**src/rtl/fetch_ctrl.sv**
```systemverilog
// Instruction-fetch sequencer: owns the PC, runs the imem request/ack handshake
// and hands one instruction at a time to decode, honouring redirects and kills.
module fetch_ctrl #(
   parameter logic [31:0] RESET_PC = 32'h0000_0000,
   parameter logic [31:0] NOP_INST = 32'h0000_0013
) (
   input  logic        clk,
   input  logic        rstn,
   output logic        imem_req,
   output logic [31:0] imem_addr,
   input  logic        imem_ack,
   input  logic [31:0] imem_rdata,
   output logic        if_valid,
   output logic [31:0] if_pc,
   output logic [31:0] if_inst,
   input  logic        if_ready,
   input  logic        redirect,
   input  logic [31:0] redirect_pc,
   output logic        misalign_err
);

   typedef enum logic [1:0] {IDLE, REQ, OUT, FAULT} state_t;

   state_t      state;
   logic        kill;
   logic [31:0] fetch_pc;
   logic [31:0] pending_pc;
   logic        xfer;
   logic        bad_redir;

   // fetch_pc is itself a register, so the address output stays registered
   assign imem_addr = fetch_pc;
   assign xfer      = if_valid & if_ready;
   assign bad_redir = redirect & redirect_pc[1];

   // NOTE: every state and output bit is updated with <= in one clocked block,
   // so all outputs are flops and there is no input-to-output combinational path.
   always_ff @(posedge clk or negedge rstn) begin
      if (!rstn) begin
         state        <= IDLE;
         imem_req     <= 1'b0;
         fetch_pc     <= RESET_PC;
         if_valid     <= 1'b0;
         if_pc        <= RESET_PC;
         if_inst      <= NOP_INST;
         misalign_err <= 1'b0;
         kill         <= 1'b0;
         pending_pc   <= 32'h0000_0000;
      end else begin
         case (state)
            IDLE: begin
               if (bad_redir) begin
                  misalign_err <= 1'b1;
                  state        <= FAULT;
               end else begin
                  if (redirect) fetch_pc <= redirect_pc;
                  state <= REQ;
               end
            end

            REQ: begin
               if (bad_redir) begin
                  misalign_err <= 1'b1;
                  imem_req     <= 1'b0;
                  kill         <= 1'b0;
                  state        <= FAULT;
               end else if (!imem_req) begin
                  // issue cycle: nothing outstanding, so a redirect just retargets
                  if (redirect) fetch_pc <= redirect_pc;
                  imem_req <= 1'b1;
               end else if (imem_ack) begin
                  if (redirect) begin
                     fetch_pc <= redirect_pc;
                     kill     <= 1'b0;
                  end else if (kill) begin
                     fetch_pc <= pending_pc;
                     kill     <= 1'b0;
                     imem_req <= 1'b0;
                  end else begin
                     if_inst  <= imem_rdata;
                     if_pc    <= fetch_pc;
                     if_valid <= 1'b1;
                     imem_req <= 1'b0;
                     state    <= OUT;
                  end
               end else if (redirect) begin
                  kill       <= 1'b1;
                  pending_pc <= redirect_pc;
               end
            end

            OUT: begin
               if (bad_redir) begin
                  misalign_err <= 1'b1;
                  if_valid     <= 1'b0;
                  state        <= FAULT;
               end else if (redirect || xfer) begin
                  if_valid <= 1'b0;
                  imem_req <= 1'b1;
                  fetch_pc <= redirect ? redirect_pc : if_pc + 32'd4;
                  state    <= REQ;
               end
            end

            FAULT: begin
               state <= FAULT;
            end

            default: state <= IDLE;
         endcase
      end
   end

endmodule

```
**config.mk**
```make
export PLATFORM = sky130hd
export DESIGN_NAME = fetch_ctrl
export DESIGN_NICKNAME = d
export VERILOG_FILES = /design/src/rtl/fetch_ctrl.sv
export SDC_FILE = /design/constraint.sdc
export NUM_CORES = 1
export LEC_CHECK = 0
export CORE_ASPECT_RATIO = 1.2
export CORE_MARGIN = 2
export CORE_UTILIZATION = 40
export DETAILED_ROUTE_END_ITERATION = 16
export PLACE_DENSITY = 0.67
export SYNTH_ARGS = -nofsm -noshare
export SYNTH_HDL_FRONTEND = slang
export SYNTH_SLANG_ARGS = --single-unit
```
**constraint.sdc**
```tcl
create_clock -name clk -period 3.5 [get_ports clk]
set_input_delay 0.7 -clock clk [delete_from_list [all_inputs] [get_ports clk]]
set_output_delay 0.7 -clock clk [all_outputs]
set_load 0.01 [all_outputs]
```
---- Word-level counts from Yosys, hierarchy flattened ----
Cells that the tools add are included.
cells by class
  mux-type cells .......................... 39
  equal/unequal tests ..................... 18
  reductions and logical operators ........ 15
  $lt $le $gt $ge ......................... 0
  shift-type cells ........................ 0
  bitwise operators ....................... 6
  divide/modulo/power cells ............... 0
  add/sub/neg operators ................... 1
  $mul .................................... 0
operator list
  kind                                                  count
  two-way mux 32 bit                                    10
  case mux 32 bit (3 select lines)                      1
  adder 32 x 3 -> 32 bit (second input constant)        1
  inequality test 3 bit (second input constant)         6
  two-way mux 1 bit                                     17
  two-way mux 2 bit                                     8
  inequality test 2 bit (second input constant)         8
  AND reduction 7 bit                                   2
  AND reduction 5 bit                                   2
  case mux 2 bit (4 select lines)                       1
  AND reduction 3 bit                                   2
  AND reduction 6 bit                                   1
  nonzero test 3 bit                                    2
  equality test 2 bit (second input constant)           2
  inequality test 4 bit (second input constant)         1
  NOT 1 bit                                             4
  case mux 1 bit (2 select lines)                       2
  nonzero test 2 bit                                    2
  OR reduction 3 bit                                    1
  bitwise AND 1 bit                                     2
  equality test 2 x 1 -> 1 bit (second input constant)  1
  zero test 2 bit                                       1
  AND reduction 2 bit                                   1
  logical OR 1 bit                                      1
word-level totals
  memory bits (writable) .................. 0
  flip-flop bits (word level) ............. 134
  memories ................................ 0
  latch bits .............................. 0
  bits in read-only memories .............. 0

---- Longest topological paths before layout ----
  word-level depth ........................ 6
  mapped depth ............................ 10

---- Least setup slack after synthesis ----
Ideal clock, no wire load.
  path type ............................... input port to flip-flop
  start ................................... input redirect
  end ..................................... register fetch_pc[1], in the netlist imem_addr[1]
  required time ........................... 3379 ps
  slack ................................... 1273 ps
  stages on the path ...................... 7
  arrival ................................. 2106 ps
  cell sequence ........................... buf_2 -> and3_1 -> a21o_1 -> or3_1 -> buf_2 -> buf_2 -> a22o_1
between the ends
  cells in the longest elaborated chain, start to end .. 5
  elaborated cells on any way between the ends .. 18
  those cells by class .................... eq/ne: 5; mux: 10; bitwise: 1; reduce/logical: 2
RTL lines
  element                           line  RTL
  start, declared                   17    input logic redirect,
  two-way mux 32 bit                72    if (redirect) begin
  two-way mux 32 bit                71    end else if (imem_ack) begin
  two-way mux 32 bit                67    end else if (!imem_req) begin
  two-way mux 32 bit                62    if (bad_redir) begin
  case mux 32 bit (3 select lines)  50    case (state)
  end signal, assigned              69    if (redirect) fetch_pc <= redirect_pc;
  end signal, assigned              73    fetch_pc <= redirect_pc;
  end signal, assigned              76    fetch_pc <= pending_pc;
  end, declared                     26    logic [31:0] fetch_pc;
Several ways; a longest one is shown, not always the timed one. The select of a mux whose other input is x is not followed.
A chain may end at the register's enable or synchronous reset.

---- Worst setup path after layout ----
  start ................................... register state[0]
  end ..................................... register fetch_pc[21], in the netlist imem_addr[21]
between the ends
  cells in the longest elaborated chain, start to end .. 3
  elaborated cells on any way between the ends .. 12
  those cells by class .................... eq/ne: 8; mux: 1; reduce/logical: 3
RTL lines
  element                                                               line  RTL
  start, declared                                                       24    state_t state;
  start signal, assigned                                                40    state <= IDLE;
  start signal, assigned                                                54    state <= FAULT;
  start signal, assigned                                                57    state <= REQ;
  equality test 2 x 1 -> 1 bit, or another cell as far along            50
  inequality test 4 bit (no source line), or another cell as far along  -
  AND reduction 7 bit (no source line)                                  -
  end signal, assigned                                                  56    if (redirect) fetch_pc <= redirect_pc;
  end signal, assigned                                                  69
  end signal, assigned                                                  73
Several ways; a longest one is shown, not always the timed one.

==> impl_results.md <==
- Sw Ratio: 0.276
- NetSw: approximately 1.3 mW
- Post-synthesis net count: 708
- Most common cell after layout, fill and taps aside: clkdlybuf4s50_1
- Tmin final: ~3.0 ns
- Worst skew pair latency: 0.42 ns
- Critical Path AT: 3.27 ns
- IO Pins: about 170
- Power, Total: 4.81 mW
- Lkg Pwr: between 4 and 5 nW
- Power Density: 510 mW/mm2
- EDFF count, synth: 0
- Remaining global-route overflow: 0
- Iteration-0 DRC Markers: 514
- Seq cells post-synth: 134
- Final hold vios: 0
- Vias in the first global route: 6,373
- Layout cells sized above 1: 0.211
- Max-slew violation count: 0
- # setup viols final: 0
- Clk sinks: 134
- CP endpoint kind: flop
- Critical Path, Cell by Cell: inv_1 -> ha_1 -> nor2b_2 -> buf_4 -> a211oi_2 -> buf_4 -> nand2_1 -> a2111oi_0 -> a2111oi_0
- Synth-to-Final Area Change: 34.4%
- GP Congestion: 0.905
- Diodes inserted: 0
- Warnings from Yosys: 0
- Drt wl/cell: 20.8 um
- Status: complete, no violations
- Worst reg-to-reg setup slack: 0.51 ns
- Post-CTS sizing: 0
- R2r startpoint: state[0]
- Final HPWL from detailed placement: 15,300 um
- Most frequent cells in the layout: clkdlybuf4s50_1, dfrtp_1, mux2_2, nand2_1, nor2_1
- Clk Tree Root Cell: clkbuf_16
- CP required: 3.78 ns
- Clk buf depth: 2
- Die Ht: 149 um
- Comb power frac: 0.190
- Rel. slew slack: 0.390
- CTS tree: done
- Setup tns final: 0 ns
- GRT Overall Usage: 0.235
- Average cell area after synthesis: 11.1 um2
- H-tree depth: 4
- Sequential Area: around 0.0034 mm2
- Synth Flop Type: dfrtp_1
- CTS Hold Bufs: 0
- Post-synth ARST share: 1.00
- Clock Skew: just under 0.01 ns
- DRC Markers: 0
- Worst-Margin Slew: a little over 0.9 ns
- Starting Density: 0.403
- Peak supply drop: 280 uV
- Count of different cell masters after synthesis: 67
- Post-route ant nets: 0
- Clock edge transition at the registers on the reported setup and hold paths: 0.06 ns
- Worst setup SP type: flop
- CP Max Fanout: 16
- RSZ-0062 raised after global routing: no
- R2r endpoint: imem_addr[21]
- # placed instances: 994
- Initial antenna violation count: 0
- Maxcap violations: 0
- Full die area: 0.0186 mm2
- Routed wire length: 21,400 um
- Post-synthesis sequential area ratio: 0.479
- Area occupied by multi-input gates: 0.00335 mm2
- Placeable Area: 0.0174 mm2
- Port Buf Inserts: 167
- Postcts setup bufs: 0
- Reg2Reg Depth: 9
- Clock Power Share: 0.388
- Die width: 125 um
- Pint: roughly 3.5 mW
- Fin cells: 1,026
- Std cell rows: 53
- Final net count: 867
- Vias: 6,159
- Fillers: 1,551
- Cells after synthesis: 634
- Synthesized cell area: 0.00701 mm2
- CP max stage cell: ha_1
- Kind of critical path: flop to flop
- Drt pass-1 iters: 6
- Worst Hold Class: input port to async pin
- Clock buffer count from CTS: 17
- Sequential Power Share: 0.422
- Fmax: 335 MHz
- First-pass GRT wire length: ~34,000 um
- CP peak stage delay: 0.58 ns
- Fin crit share: 0.854
- Vias per cell: 6.00
- Largest net degree at the start of global routing: 97
-- routing by layer --
| metal | up-vias | track usage | wire length (um) |
|---|---|---|---|
| li1 | 2727 | - | - |
| met1 | 3068 | 0.274 | 8330 |
| met4 | 0 | 0.0933 | 497 |
| met3 | 37 | 0.0768 | 1870 |
| met5 | - | 0 | 0 |
| met2 | 327 | 0.402 | 10700 |
-- worst max path at each step --
| stage | startpoint | to | slack [ns] | cells past startpoint |
|---|---|---|---|---|
| global route | state[0] | imem_addr[21] | 0.25 | 9 |
| CTS | state[0] | imem_addr[21] | 0.52 | 9 |
| detailed placement | state[0] | imem_addr[21] | 0.52 | 9 |
| floorplan | redirect | imem_addr[1] | 1.27 | 7 |
| global placement | redirect_pc[1] | imem_addr[10] | 0.60 | 6 |
| finish | state[0] | imem_addr[21] | 0.51 | 9 |
-- synth_stat cells, drive strengths merged (5+ instances only) --
library cell,number,share of area
a22o,6,0.0075
or4,7,0.0075
xor2,6,0.0075
nor2,38,0.021
inv,14,0.0075
o21ai,29,0.021
nor3,11,0.0086
a2111oi,9,0.013
and3,6,0.0054
xnor2,5,0.0062
a41oi,6,0.0075
o211a,5,0.0071
a21oi,26,0.019
a222oi,13,0.019
a22oi,11,0.012
nor4,11,0.012
mux2,94,0.15
and4,5,0.0064
dfrtp,131,0.47
mux2i,7,0.010
nand4,12,0.014
a31oi,7,0.0062
o31ai,5,0.0054
ha,5,0.0089
buf,25,0.021
nand2b,6,0.0054
o21a,6,0.0064
clkbuf,14,0.013
o22ai,8,0.0071
nand3,22,0.016
nand2,42,0.022
-- sequential cells by signal (all words and copies together), names as in the netlist --
name / flops
if_inst: 32
if_pc: 32
if_valid: 1
imem_addr: 32
imem_req: 1
kill: 1
misalign_err: 1
pending_pc: 32
state: 2
-- critical path: cells and delay by family (launching register included) --
kind / cells / cell delay, ns
AO/OA/AOI/OAI: 3 / 0.62
adder cells (fa/ha/maj): 1 / 0.58
buffers and inverters: 3 / 0.56
flip-flops: 1 / 0.41
AND/OR/NAND/NOR: 2 / 0.67
-- power by group through the flow --
stage                     Clock, mW  Combinational, mW  Sequential [mW]
after floorplan                   0              0.295             2.05
after global placement            0              0.896             2.03
after detailed placement          0              0.920             2.04
after CTS                      1.91              0.925             2.03
after global routing           1.98              0.990             2.06
final                          1.87              0.915             2.03
-- area by class of cell --
class,count,share of cell area
Inverter,14,0.00558
Tap cell,220,0.0292
Multi-Input combinational cell,446,0.356
Clock buffer,17,0.0452
Timing Repair Buffer,180,0.187
Sequential cell,134,0.356
Clock inverter,15,0.0203
-- kinds of logic (layout without fill, tap and decap cells) --
family | Yosys count | after routing | synth area share
mux | 101 | 101 | 0.161
flops | 134 | 134 | 0.479
xor+xnor | 11 | 11 | 0.0137
simple gates | 175 | 175 | 0.134
fa+ha+maj | 5 | 5 | 0.00892
buf+inv | 54 | 226 | 0.0434
compound gates | 154 | 154 | 0.160
-- metrics by stage --
stage,cell area [um2],setup slack [ns],util,hold slack [ns]
2_1_floorplan,7010,1.27,-,0.404
3_3_place_gp,8800,0.601,0.507,0.462
3_5_place_dp,8800,0.520,0.507,0.471
4_1_cts,9420,0.515,0.542,0.408
5_1_grt,9420,0.250,0.542,0.422
6_report,9420,0.511,0.542,0.341
(Power assumes the default switching activity.)
